[src/rtl/bpu_btb.sv]
// Direct-mapped branch target buffer with per-entry saturating direction counters.
// Lookup is combinational; updates, clear and the mispredict statistic are registered.
module bpu_btb #(
  parameter int XLEN     = 32,
  parameter int ENTRIES  = 16,
  parameter int CTR_BITS = 2
) (
  input  logic            clk,
  input  logic            rst_n,
  input  logic [XLEN-1:0] lk_pc,
  output logic            pred_hit,
  output logic            pred_taken,
  output logic [XLEN-1:0] pred_target,
  input  logic            upd_valid,
  input  logic [XLEN-1:0] upd_pc,
  input  logic            upd_taken,
  input  logic [XLEN-1:0] upd_target,
  input  logic            upd_mispredict,
  input  logic            clear,
  output logic [31:0]     stat_mispred
);

  localparam int IDXW = $clog2(ENTRIES);
  localparam int TAGW = XLEN - IDXW - 2;
  localparam logic [CTR_BITS-1:0] CTR_WT  = CTR_BITS'(1 << (CTR_BITS - 1));
  localparam logic [CTR_BITS-1:0] CTR_WNT = CTR_BITS'((1 << (CTR_BITS - 1)) - 1);
  localparam logic [CTR_BITS-1:0] CTR_MAX = '1;

  logic [ENTRIES-1:0]  r_valid;
  logic [TAGW-1:0]     r_tag    [ENTRIES];
  logic [XLEN-1:0]     r_target [ENTRIES];
  logic [CTR_BITS-1:0] r_ctr    [ENTRIES];
  logic [31:0]         r_stat;

  logic [IDXW-1:0] w_lk_idx;
  logic [TAGW-1:0] w_lk_tag;
  logic [IDXW-1:0] w_upd_idx;
  logic [TAGW-1:0] w_upd_tag;
  logic            w_upd_hit;
  logic            w_unused;

  assign w_lk_idx  = lk_pc[IDXW+1:2];
  assign w_lk_tag  = lk_pc[XLEN-1:IDXW+2];
  assign w_upd_idx = upd_pc[IDXW+1:2];
  assign w_upd_tag = upd_pc[XLEN-1:IDXW+2];
  // Byte-offset bits never take part in indexing or tag compare.
  assign w_unused  = ^{lk_pc[1:0], upd_pc[1:0]};

  assign w_upd_hit = r_valid[w_upd_idx] && (r_tag[w_upd_idx] == w_upd_tag);

  always_comb begin
    pred_hit    = r_valid[w_lk_idx] && (r_tag[w_lk_idx] == w_lk_tag);
    pred_taken  = pred_hit && r_ctr[w_lk_idx][CTR_BITS-1];
    pred_target = pred_taken ? r_target[w_lk_idx] : lk_pc + XLEN'(4);
  end

  assign stat_mispred = r_stat;

  always_ff @(posedge clk or negedge rst_n) begin
    if (!rst_n) begin
      r_valid <= '0;
      r_stat  <= '0;
      for (int unsigned i = 0; i < ENTRIES; i++) begin
        r_tag[IDXW'(i)]    <= '0;
        r_target[IDXW'(i)] <= '0;
        r_ctr[IDXW'(i)]    <= CTR_WNT;
      end
    end else begin
      if (upd_valid && upd_mispredict && (r_stat != '1))
        r_stat <= r_stat + 32'd1;

      // Clear wins over a same-cycle update; only the valid bits are dropped.
      if (clear) begin
        r_valid <= '0;
      end else if (upd_valid) begin
        if (w_upd_hit) begin
          if (upd_taken) begin
            r_target[w_upd_idx] <= upd_target;
            if (r_ctr[w_upd_idx] != CTR_MAX)
              r_ctr[w_upd_idx] <= r_ctr[w_upd_idx] + CTR_BITS'(1);
          end else if (r_ctr[w_upd_idx] != '0) begin
            r_ctr[w_upd_idx] <= r_ctr[w_upd_idx] - CTR_BITS'(1);
          end
        end else if (upd_taken) begin
          r_valid[w_upd_idx]  <= 1'b1;
          r_tag[w_upd_idx]    <= w_upd_tag;
          r_target[w_upd_idx] <= upd_target;
          r_ctr[w_upd_idx]    <= CTR_WT;
        end
      end
    end
  end

endmodule

[config.mk]
export PLATFORM = sky130hd
export DESIGN_NAME = bpu_btb
export DESIGN_NICKNAME = d
export VERILOG_FILES = /design/src/rtl/bpu_btb.sv
export SDC_FILE = /design/constraint.sdc
export NUM_CORES = 2
export LEC_CHECK = 0
export CELL_PAD_IN_SITES_DETAIL_PLACEMENT = 0
export CELL_PAD_IN_SITES_GLOBAL_PLACEMENT = 1
export CORE_AREA = 3 3 328 330
export DETAILED_ROUTE_END_ITERATION = 6
export DIE_AREA = 0 0 331 333
export PLACE_DENSITY_LB_ADDON = 0.1
export SLEW_MARGIN = 20
export SYNTH_ARGS = -nofsm -noshare
export SYNTH_HDL_FRONTEND = slang
export SYNTH_SLANG_ARGS = --single-unit
[constraint.sdc]
create_clock -name clk -period 12.9 [get_ports clk]
set_clock_uncertainty 0.05 [all_clocks]
set_input_delay 2.58 -clock clk [delete_from_list [all_inputs] [get_ports clk]]
set_output_delay 2.58 -clock clk [all_outputs]
set_load 0.005 [all_outputs]
== Word-level counts from Yosys, hierarchy flattened ==
Cells that the tools add are included.

* Output and inout port bits: 66
* Word-level logic and storage cells: 131
* Flip-flop bits (word level): 1,008
* Input port bits: 102

* Equality and inequality tests: 6
* Muxes and demuxes: 41
* Add/sub/neg operators: 4
* Magnitude comparators: 6
* Bitwise operators: 8
* Reduce and logical (&&, ||, !) cells: 16

{| class="wikitable"
|+ Operators with widths
! kind !! count
|-
| $bwmux 512 || 1
|-
| $bwmux 416 || 1
|-
| $mux 32 || 9
|-
| $bmux 26 s4 || 2
|-
| $mux 26 || 5
|-
| $bmux 32 s4 || 1
|-
| $demux 32 s4 || 1
|-
| $demux 26 s4 || 1
|-
| $bwmux 32 || 2
|-
| $mux 16 || 4
|-
| $eq 26x26->1 || 2
|-
| $add 32x1->32 const B || 1
|-
| $add 32x3->32 const B || 1
|-
| $ne 32x32->1 const B || 1
|-
| $or 16x16->16 || 2
|-
| $and 16x16->16 || 1
|-
| $bmux 2 s4 || 2
|-
| $not 16->16 || 1
|-
| $ge 5x5->1 const B || 2
|-
| $lt 4x5->1 const B || 2
|-
| $mux 2 || 5
|-
| $not 4->5 || 2
|-
| $reduce_bool 2->1 || 5
|-
| $bmux 1 s4 || 2
|-
| other kinds (14) || 25
|}

== Longest topological paths before layout ==
* Word-level depth: 9
* Mapped depth: 20

== Least setup slack after synthesis ==
Ideal clock, no wire load.

* Kind: in2out
* Start point: input lk_pc[3]
* End point: output pred_target[30]
* Arrival: 5,782 ps
* Required time: 10,270 ps
* Cell stages on the path: 13
* Setup slack: 4,488 ps
* Path through: buf_2 clkbuf_1 clkbuf_1 mux2i_1 mux2i_1 xor2_1 a2111oi_0 nand4_1 nor4b_4 and2_1 buf_4 buf_4 mux2_1

* Longest elaborated chain between the ends: 8
* Elaborated cells between the ends (all ways): 17
* Those cells by class: add/sub (1); eq/ne (1); mux (12); bitwise (1); reduce/logical (2)

{| class="wikitable"
|+ RTL lines
! item !! RTL line !! text
|-
| start: declaration || 10 || <nowiki>input logic [XLEN-1:0] lk_pc,</nowiki>
|-
| $not 4->5 (implied by the code) || 52 || <nowiki>pred_hit = r_valid[w_lk_idx] && (r_tag[w_lk_idx] == w_lk_tag);</nowiki>
|-
| $bmux 26 s4 || 52 ||
|-
| $mux 26 (implied by the code) (2 in a row) || 52 ||
|-
| $eq 26x26->1 || 52 ||
|-
| $logic_and 1x1->1 (*) || 52 ||
|-
| named net pred_hit || 11 || <nowiki>output logic pred_hit,</nowiki>
|-
| $logic_and 1x1->1 (*) || 53 || <nowiki>pred_taken = pred_hit && r_ctr[w_lk_idx][CTR_BITS-1];</nowiki>
|-
| named net pred_taken || 12 || <nowiki>output logic pred_taken,</nowiki>
|-
| $mux 32 (*) || 54 || <nowiki>pred_target = pred_taken ? r_target[w_lk_idx] : lk_pc + XLEN'(4);</nowiki>
|-
| end: declaration || 13 || <nowiki>output logic [XLEN-1:0] pred_target,</nowiki>
|}

The timed path passes the listed nets; every way through them passes the cells marked *. The select of a mux whose other input is x is not followed.

== Final worst setup path ==
* Start point: input lk_pc[2]
* End point: output pred_target[20]

* Longest elaborated chain between the ends: 8
* Elaborated cells between the ends (all ways): 17
* Those cells by class: add/sub (1); eq/ne (1); mux (12); bitwise (1); reduce/logical (2)

{| class="wikitable"
|+ RTL lines
! item !! RTL line
|-
| $not 4->5 (implied by the code) || 52, 53, 54
|-
| $bmux 26 s4 || 52
|-
| $mux 26 (implied by the code) (2 in a row) || 52
|-
| $eq 26x26->1 || 52
|-
| $logic_and 1x1->1 || 52
|-
| $logic_and 1x1->1 || 53
|-
| $mux 32 (*) || 54
|}

Mark *: on every way between the ends. The rest lies on a longest branch, timed or not. The select of a mux whose other input is x is not followed.

==> results.cfg <==
[clock_tree]
cts_root_buf = clkbuf_16
clkLatencyLatePin_ns = 0.71
clock-sinks = 1008
post_cts_buffers = 0
cts_tree = done
cts_hold_buf = 0
cts_buffers = 111
cts.path.max_buffers = 3
clk_pin_slew_ns = 0.06
htreeDepth = 3
cts_resized = 0

[synthesis]
syn_area_per_cell_um2 = 14.85
synth.distinct_cells = 68
synthFlopType = dfrtp_1
synth_area_um2 = 52220
ys_seq_area_share_pct = 48.34
synthArstFlopShare_pct = 100.0
yosys_warnings = 0
ys_ff_latch = 1008
synthCells = 3517
syn_nets = 3623
synth_edf_count = 0

[drt]
drtIter0Drc = 2559
ant_nets = 0
wire_per_inst_um = 30.41
wirelength_um = 153600
viasPerCell = 6.367
firstDrtPassIters = 7
route.detailed.drc = 0
num_vias = 32162

[status]
status = complete, no violations

[floorplanning]
die_h_um = 333
core_area_um2 = 105100
std_cell_rows = 119
initial_core_util_pct = 49.68
die_x_um = 331
io_pins = 168
die_area_um2 = 110200

[min_path]
worstHoldPathCells = 1
hold_class = register to register

[global_route]
overflow = 0
grt.total_usage_pct = 28.12
grt_pass1_wl_um = 230300
grt_max_degree = 176
grt_pass1_vias = 34500
antenna_found_initial = 13

[setup_path]
cp.buffers_inverters = 3
worstPathCellList = buf_8 > buf_4 > mux4_2 > mux2i_1 > mux2i_1 > xor2_1 > nor4_1 > nand4_1 > nor4b_4 > and2_2 > mux2_2 > clkdlybuf4s50_1
end_kind = output port
crit_cells = 12
crit_top_cell = mux2i_1
cp_max_fo = 72
critPathSlowestCell = and2_2
r2r_cells = 12
start_kind = input pin
critical-path-top-delay-family = simple AND/OR/NAND/NOR gates
crit_type = input pin to output port
cpPeakStageDelay_ns = 0.89
critPathRequiredTime_ns = 10.27
arrival_ns = 8.07

[sta]
rsz0062_at_grt = no
tightest_slew_ns = 1.045
final-hold-violation-count = 0
max_freq_ghz = 0.09347
fin_setup_tns_ns = 0
drv_slew = 0
slew_headroom_pct = 30.08
period_share_pct = 82.93
period_needed_ns = 10.70
setup_viol = 0
hold-worst-slack_ns = 0.4389

[placement]
place_inst = 4835
placed_area_um2 = 54890
io_buffers = 165
gp_congestion = 0.8260
dpl.hpwl_um = 92190

[final_layout]
nets = 3663
area_delta_synth_final_pct = 12.53
final_cell_count_no_fill = 5051
stdcell_area_um2 = 58770
drive_gt1_share_pct = 45.30

[power_and_ir_drop]
powerDensity_nw_per_um2 = 143.5
p_leak_nw = 26.15
peakVddDrop_mv = 0.1188
power_mw = 8.431

[flow_run]
maxCapViolations = 0
[synthesized netlist by cell type (all sizes together) (5+ instances only)]
cell type,instances,area (µm²)
mux4,366,8243
a21o,18,135.1
clkbuf,185,694.4
mux2,964,11280
nor3,41,235.2
or3,6,37.54
nand2,85,319.1
mux2i,142,1421
nor2,77,341.6
xnor2,75,656.9
dfstp,16,420.4
nand2b,9,56.30
a211oi,17,127.6
and3,17,106.4
a22o,9,78.83
inv,27,101.4
nor2b,15,93.84
and2,8,50.05
o21ai,32,160.2
buf,129,807.0
nand3,64,320.3
a21oi,21,105.1
nor4,11,68.82
a31oi,10,62.56
o22ai,16,100.1
o211ai,8,60.06
xor2,40,350.3
nand4,17,106.4
dfrtp,992,24820
a22oi,25,187.7
and4,9,78.83
a221oi,5,43.79
[state kept, by name, summed over array words and instances (netlist names)]
signal and count:
r_tag 416, r_ctr 32, r_target 512, r_valid 16, stat_mispred 32
[layout by cell type (no fill, tap or decap), types with 21 or more instances in the layout]
master / count
clkbuf_1: 24
o21ai_0: 32
inv_1: 27
xor2_1: 40
nand3_1: 63
nor2_1: 61
clkdlybuf4s50_1: 156
a21oi_1: 21
a22oi_1: 25
nand2_1: 78
mux2i_1: 142
dfrtp_1: 992
nor3_1: 34
xnor2_1: 75
buf_4: 73
clkbuf_8: 29
mux2_2: 849
clkbuf_16: 112
mux2_4: 114
mux4_2: 366
[per-layer routing]
layer,track usage [%],vias to the layer above,wire length [µm]
met4,8.966,4,4881
met5,0,-,23
met1,37.89,17481,63810
met2,46.06,998,75850
li1,-,13401,-
met3,5.597,278,9017
[cells by family after synthesis]
group | after synthesis | synth area share, %
mux | 1472 | 40.11
buf+inv | 342 | 3.076
fa+ha+maj | 4 | 0.09584
xor+xnor | 115 | 1.929
flops | 1008 | 48.34
compound gates | 199 | 2.674
simple gates | 377 | 3.776
[final cells by class]
cell class / count / area [µm²]
clock buffers: 165 / 3292
clock inverters: 38 / 546.8
inverters: 28 / 105.1
well taps: 1391 / 1740
repair buffers: 241 / 2285
multi-input cells: 2167 / 25520
flip-flops and latches: 1008 / 25240
fillers: 8342 / 46350
diodes: 13 / 32.53
[stage by stage]
stage               utilization (%)  setup WS (ns)
finish                        55.91          2.202
global route                  55.88          1.799
CTS                           55.87          2.084
detailed placement            52.22          2.087
global placement              52.22          2.082
floorplan                         -          4.488
[worst reg2reg max path: cells and delay by family, from the launching register on]
family / cells / cell delay, ns
AO/OA/AOI/OAI: 3 / 1.15
buffers and inverters: 3 / 1.15
multiplexers: 3 / 1.17
flip-flops: 1 / 0.40
AND/OR/NAND/NOR: 3 / 0.96
[power by group]
part           internal [mW]  leakage (nW)  switching [mW]  total, mW
registers               3.56          13.4           0.261       3.82
logic                  0.742          10.9           0.563       1.30
clock network           1.97          1.89            1.34       3.31
[path summary, 6_finish.rpt]
path	startpoint	to	slack, ns
min in group asynchronous	rst_n	r_tag[340]	1.88
worst max-delay path	lk_pc[2]	pred_target[20]	2.20
worst max register to register	r_tag[176]	r_tag[195]	7.91
worst min-delay path	stat_mispred[28]	stat_mispred[28]	0.44
worst min register to register	stat_mispred[28]	stat_mispred[28]	0.44
max in group asynchronous	rst_n	r_tag[290]	8.63
Note: power is estimated with default switching activity, not from simulation.
